## src/rtl/watch_mode_ctrl.sv

```systemverilog
// Watch front-panel controller: debounces three buttons, sequences the five display
// modes, routes adjust/set pulses to the active mode and drives the buzzer and timer LED.
module watch_mode_ctrl (
    input  logic        clk_in,
    input  logic        rst,
    input  logic        mode,
    input  logic        mode1,
    input  logic        set,
    input  logic        tick,
    input  logic        alarm_hit,
    input  logic        timer_done,
    input  logic [15:0] d_clk,
    input  logic [15:0] d_set,
    input  logic [15:0] d_sw,
    input  logic [15:0] d_alm,
    input  logic [15:0] d_tmr,
    output logic [2:0]  sel,
    output logic [4:0]  mode1_out,
    output logic [4:0]  set_out,
    output logic        commit,
    output logic [15:0] digits,
    output logic        buzzer,
    output logic        led1
);

    typedef enum logic [2:0] {
        ST_CLK = 3'd0,
        ST_SET = 3'd1,
        ST_SW  = 3'd2,
        ST_ALM = 3'd3,
        ST_TMR = 3'd4
    } state_t;

    localparam logic [5:0] IDLE_LIMIT = 6'd30;
    localparam logic [5:0] RING_LIMIT = 6'd60;

    logic [2:0] btn_raw;
    logic [2:0] sync1_q, sync2_q, sync3_q, pulse_q;
    logic [2:0] valid_q;

    assign btn_raw = {set, mode1, mode};

    // valid_q[2] marks that sync3_q holds a level sampled after reset, so a button
    // held through reset release cannot masquerade as a fresh rising edge.
    always_ff @(posedge clk_in or posedge rst) begin
        if (rst) begin
            sync1_q <= '0;
            sync2_q <= '0;
            sync3_q <= '0;
            pulse_q <= '0;
            valid_q <= '0;
        end else begin
            sync1_q <= btn_raw;
            sync2_q <= sync1_q;
            sync3_q <= sync2_q;
            pulse_q <= sync2_q & ~sync3_q & {3{valid_q[2]}};
            valid_q <= {valid_q[1:0], 1'b1};
        end
    end

    logic mode_p, mode1_p, set_p, any_p;
    assign mode_p  = pulse_q[0];
    assign mode1_p = pulse_q[1];
    assign set_p   = pulse_q[2];
    assign any_p   = |pulse_q;

    state_t      state_q, state_d;
    logic [5:0]  idle_q, idle_d;
    logic [5:0]  ring_q, ring_d;
    logic        buzzer_q, buzzer_d;
    logic        led_q, led_d;
    logic [4:0]  mode1_out_q, mode1_out_d;
    logic [4:0]  set_out_q, set_out_d;
    logic        commit_q, commit_d;
    logic [15:0] digits_q, digits_d;

    logic        adj_ok, set_ok, buz_clr, led_clr, timed, fwd_ok, timeout;
    logic [4:0]  onehot;

    always_comb begin
        state_d     = state_q;
        idle_d      = idle_q;
        ring_d      = ring_q;
        buzzer_d    = buzzer_q;
        led_d       = led_q;
        mode1_out_d = '0;
        set_out_d   = '0;
        commit_d    = 1'b0;
        digits_d    = d_clk;

        // A mode press swallows any adjust/set pulse arriving in the same cycle.
        adj_ok  = mode1_p & ~mode_p;
        set_ok  = set_p & ~mode_p;
        buz_clr = set_ok && (state_q == ST_ALM) && buzzer_q;
        led_clr = set_ok && (state_q == ST_TMR) && led_q;
        timed   = (state_q == ST_SET) || (state_q == ST_ALM) || (state_q == ST_TMR);
        fwd_ok  = (state_q == ST_SET) || (state_q == ST_SW) ||
                  (state_q == ST_ALM) || (state_q == ST_TMR);
        timeout = tick && !any_p && (idle_q == IDLE_LIMIT - 6'd1);
        onehot  = 5'b00001 << state_q;

        case (state_q)
            ST_CLK: if (mode_p) state_d = ST_SET;
            ST_SET: begin
                if (mode_p) begin
                    state_d  = ST_SW;
                    commit_d = 1'b1;
                end else if (timeout) begin
                    state_d = ST_CLK;
                end
            end
            ST_SW:  if (mode_p) state_d = ST_ALM;
            ST_ALM: begin
                if (mode_p)       state_d = ST_TMR;
                else if (timeout) state_d = ST_CLK;
            end
            ST_TMR: begin
                if (mode_p || timeout) state_d = ST_CLK;
            end
            default: state_d = ST_CLK;
        endcase

        if (any_p || (state_d != state_q) || !timed) idle_d = '0;
        else if (tick)                               idle_d = idle_q + 6'd1;

        if (fwd_ok && adj_ok)                         mode1_out_d = onehot;
        if (fwd_ok && set_ok && !buz_clr && !led_clr) set_out_d   = onehot;

        if (alarm_hit) begin
            buzzer_d = 1'b1;
            ring_d   = '0;
        end else if (buz_clr) begin
            buzzer_d = 1'b0;
            ring_d   = '0;
        end else if (buzzer_q && tick) begin
            if (ring_q == RING_LIMIT - 6'd1) begin
                buzzer_d = 1'b0;
                ring_d   = '0;
            end else begin
                ring_d = ring_q + 6'd1;
            end
        end

        if (timer_done)   led_d = 1'b1;
        else if (led_clr) led_d = 1'b0;

        case (state_q)
            ST_SET:  digits_d = d_set;
            ST_SW:   digits_d = d_sw;
            ST_ALM:  digits_d = d_alm;
            ST_TMR:  digits_d = d_tmr;
            default: digits_d = d_clk;
        endcase
    end

    always_ff @(posedge clk_in or posedge rst) begin
        if (rst) begin
            state_q     <= ST_CLK;
            idle_q      <= '0;
            ring_q      <= '0;
            buzzer_q    <= 1'b0;
            led_q       <= 1'b0;
            mode1_out_q <= '0;
            set_out_q   <= '0;
            commit_q    <= 1'b0;
            digits_q    <= '0;
        end else begin
            state_q     <= state_d;
            idle_q      <= idle_d;
            ring_q      <= ring_d;
            buzzer_q    <= buzzer_d;
            led_q       <= led_d;
            mode1_out_q <= mode1_out_d;
            set_out_q   <= set_out_d;
            commit_q    <= commit_d;
            digits_q    <= digits_d;
        end
    end

    assign sel       = state_q;
    assign mode1_out = mode1_out_q;
    assign set_out   = set_out_q;
    assign commit    = commit_q;
    assign digits    = digits_q;
    assign buzzer    = buzzer_q;
    assign led1      = led_q;

endmodule

```

## config.mk

```make
export PLATFORM = sky130hd
export DESIGN_NAME = watch_mode_ctrl
export DESIGN_NICKNAME = d
export VERILOG_FILES = /design/src/rtl/watch_mode_ctrl.sv
export SDC_FILE = /design/constraint.sdc
export NUM_CORES = 1
export LEC_CHECK = 0
export ABC_AREA = 1
export BUFFER_PORTS_ARGS = -buffer_cell sky130_fd_sc_hd__clkbuf_2
export CORE_MARGIN = 5
export CORE_UTILIZATION = 51
export CTS_BUF_LIST = sky130_fd_sc_hd__clkbuf_16
export DETAILED_ROUTE_END_ITERATION = 8
export PLACE_DENSITY = 0.9
export SYNTH_ARGS = -nofsm -noshare
export SYNTH_HDL_FRONTEND = slang
export SYNTH_SLANG_ARGS = --single-unit
```

## constraint.sdc

```tcl
create_clock -name clk_in -period 4.9 [get_ports clk_in]
set_input_delay 0.245 -clock clk_in [delete_from_list [all_inputs] [get_ports clk_in]]
set_output_delay 0.245 -clock clk_in [all_outputs]
set_load 0.005 [all_outputs]
```

==> impl_metrics.json <==
{
  "yosys_warnings": 0,
  "synth_area_mm2": 0.00277,
  "critical_path.cell_chain": "nand2_1 > nor2_2 > nand2_2 > nor2_4 > nor2_1 > nand2_2 > inv_2 > nand2_1 > o21ai_2",
  "portBuffers": 119,
  "cp_top_family": "simple AND/OR/NAND/NOR gates",
  "final_nets": 546,
  "die_x_um": 83.8,
  "slowest_stage": "nor2_2",
  "wire_per_inst_um": 14.3,
  "drc": 0,
  "cp_max_fo": 20,
  "place.gp.congestion": 0.877,
  "status": "finished clean",
  "final.min_clock_period_ps": 2100,
  "timing.final.ws_setup_ps": 2800,
  "rsz0062_at_grt": "no",
  "start_kind": "flip-flop",
  "routed_wl_um": 7570,
  "cts_max_level": 3,
  "ir_worst_vdd_v": 0.000347,
  "ctsHoldBuffers": 0,
  "multi_input_area_um2": 997,
  "cts_resized": 0,
  "rows": 26,
  "n_antenna_cell": 0,
  "via_count": 2685,
  "synth_top_area_share": 0.532,
  "cts_tree": "built",
  "p_leak_nw": 2.04,
  "cts_buffers": 9,
  "area_growth_pct": 35.2,
  "grt_max_degree": 60,
  "drive_gt1_frac": 0.330,
  "reg2reg_from": "sel[0]",
  "cts.path.max_buffers": 2,
  "endpoint_kind": "flip-flop",
  "drtPass1Iterations": 4,
  "reg2reg_slack_ps": 2800,
  "crit_type": "flip-flop to flip-flop",
  "clkTransAtPathRegs_ps": 50,
  "hold_start": "mode",
  "crit_buf_inv": 1,
  "antenna_found_initial": 0,
  "hold_path_depth": 1,
  "maxCapViolCount": 0,
  "setup_viol": 0,
  "synth_most_common_cell": "nand2_1",
  "fmax_mhz": 477,
  "core-area_mm2": 0.00520,
  "drv_slew": 0,
  "arrival_ps": 2310,
  "synth_edf_count": 0,
  "synth_cells": 331,
  "synthFlopType": "dfrtp_1",
  "cts.sinks": 59,
  "synth_cell_types": 28,
  "ioPinCount": 120,
  "r2r_end": "ring_q[3]",
  "skew_ps": 5.09,
  "grt_pass1_wl_um": 12500,
  "ys_top_cells_by_count": "nand2_1 (84), inv_1 (64), dfrtp_1 (59), nor2_1 (20), nand4_1 (19)",
  "worstSkewPairLatency_ps": 320,
  "p_total_mw": 1.80,
  "antenna_left": 0,
  "p_per_area_mw_per_mm2": 481,
  "worst_slew_pin_slew_ps": 884,
  "synth_seq_cells": 59,
  "postCtsSetupBuffers": 0,
  "crit_required_ps": 5110,
  "yosysTopAreaCell": "dfrtp_1",
  "fin_util": 0.720,
  "grt_use_total": 0.224,
  "synth_area_leaders": "dfrtp_1 (53%), nand2_1 (11%), inv_1 (8.7%)",
  "setup-tns-final_ps": 0,
  "final-seq-area_mm2": 0.00148,
  "vias_per_cell": 5.07,
  "die_y_um": 83.8,
  "holdPathEnd": "sync1_q[0]",
  "max_stage_delay_ps": 680,
  "reg2reg_depth": 9,
  "gr-total-overflow": 0,
  "ctsRootBufferMaster": "clkbuf_16",
  "timing.final.crit_share": 0.428,
  "grt_pass1_vias": 2669,
  "relSlewSlack": 0.409,
  "dp_slack_ps": 2820,
  "dieArea_mm2": 0.00701,
  "async_reset_ff_frac": 1.00,
  "syn_avg_cell_area_um2": 8.38,
  "nFillCells": 390,
  "hold_viol": 0,
  "synth_seq_area_share": 0.532,
  "hpwl_um": 5590,
  "start_util": 0.533,
  "drt_iter0_markers": 170,
  "hold_class": "primary input to flip-flop"
}
==> stage by stage <==
step / std cells / hold slack (ps) / area (µm²)
after global routing: 530 / 11.4 / 3750
after global placement: 514 / 331 / 3420
final: 530 / 22.2 / 3750
after CTS: 530 / 16.7 / 3750
after floorplan: 332 / 276 / 2780
after detailed placement: 514 / 335 / 3420
==> metal layers <==
layer / track usage / wire, µm / vias to the layer above / share of wire
met4: 0.0629 / 45 / 0 / 0.0059
met5: 0 / 0 / - / 0
li1: - / - / 1287 / -
met3: 0.0997 / 851 / 6 / 0.11
met1: 0.247 / 2720 / 1260 / 0.36
met2: 0.391 / 3960 / 132 / 0.52
==> state kept, by name, indices dropped and copies added, names as in the netlist <==
name and count:
led1 1, pulse_q 3, sel 3, digits 16
sync1_q 3, idle_q 6, sync2_q 3, valid_q 3
ring_q 6, commit 1, sync3_q 3, set_out 5
mode1_out 5, buzzer 1
==> cell families after synthesis <==
kind of cell	synth area share
AO/OA/AOI/OAI	0.0731
XOR/XNOR	0.0253
adder cells (fa/ha/maj)	0.0135
buffers and inverters	0.110
flip-flops	0.532
other	0.00271
AND/OR/NAND/NOR	0.244
==> worst max-delay path by stage <==
stage	end	from	cells past startpoint	slack (ps)
floorplan	buzzer	rst	1	3200
global placement	ring_q[3]	sel[0]	9	2950
detailed placement	ring_q[3]	sel[0]	9	2820
CTS	ring_q[3]	sel[0]	9	2820
global route	ring_q[2]	sel[0]	9	2600
finish	ring_q[3]	sel[0]	9	2800
==> layout by cell type, fill, tap and decap left out, types with 2 or more instances in the layout <==
cell type	instances
xor2_1	5
ha_1	3
nor2_1	20
o21ai_2	2
nand3_1	13
inv_2	5
nand3_2	2
bufinv_16	2
clkinv_4	2
nor3_1	9
xnor2_1	3
nand2_2	3
clkbuf_16	9
clkbuf_2	119
inv_1	63
a21oi_1	4
o21ai_0	4
dfrtp_1	59
clkinvlp_4	2
nand2_1	84
o22ai_1	16
conb_1	3
nand4_1	19
==> area by class of cell <==
| type | instances | area share |
|---|---|---|
| Tap cell | 70 | 0.0234 |
| Inverter | 69 | 0.0691 |
| Clock buffer | 9 | 0.0601 |
| Multi-Input combinational cell | 196 | 0.266 |
| Timing Repair Buffer | 120 | 0.161 |
| Clock inverter | 7 | 0.0270 |
| Sequential cell | 59 | 0.394 |
==> power by group <==
group          switching (mW)  internal, mW  total, mW
logic                   0.313         0.188      0.501
clock network           0.221         0.448      0.669
registers              0.0508         0.583      0.633
Power figures use the tool's default switching activity.
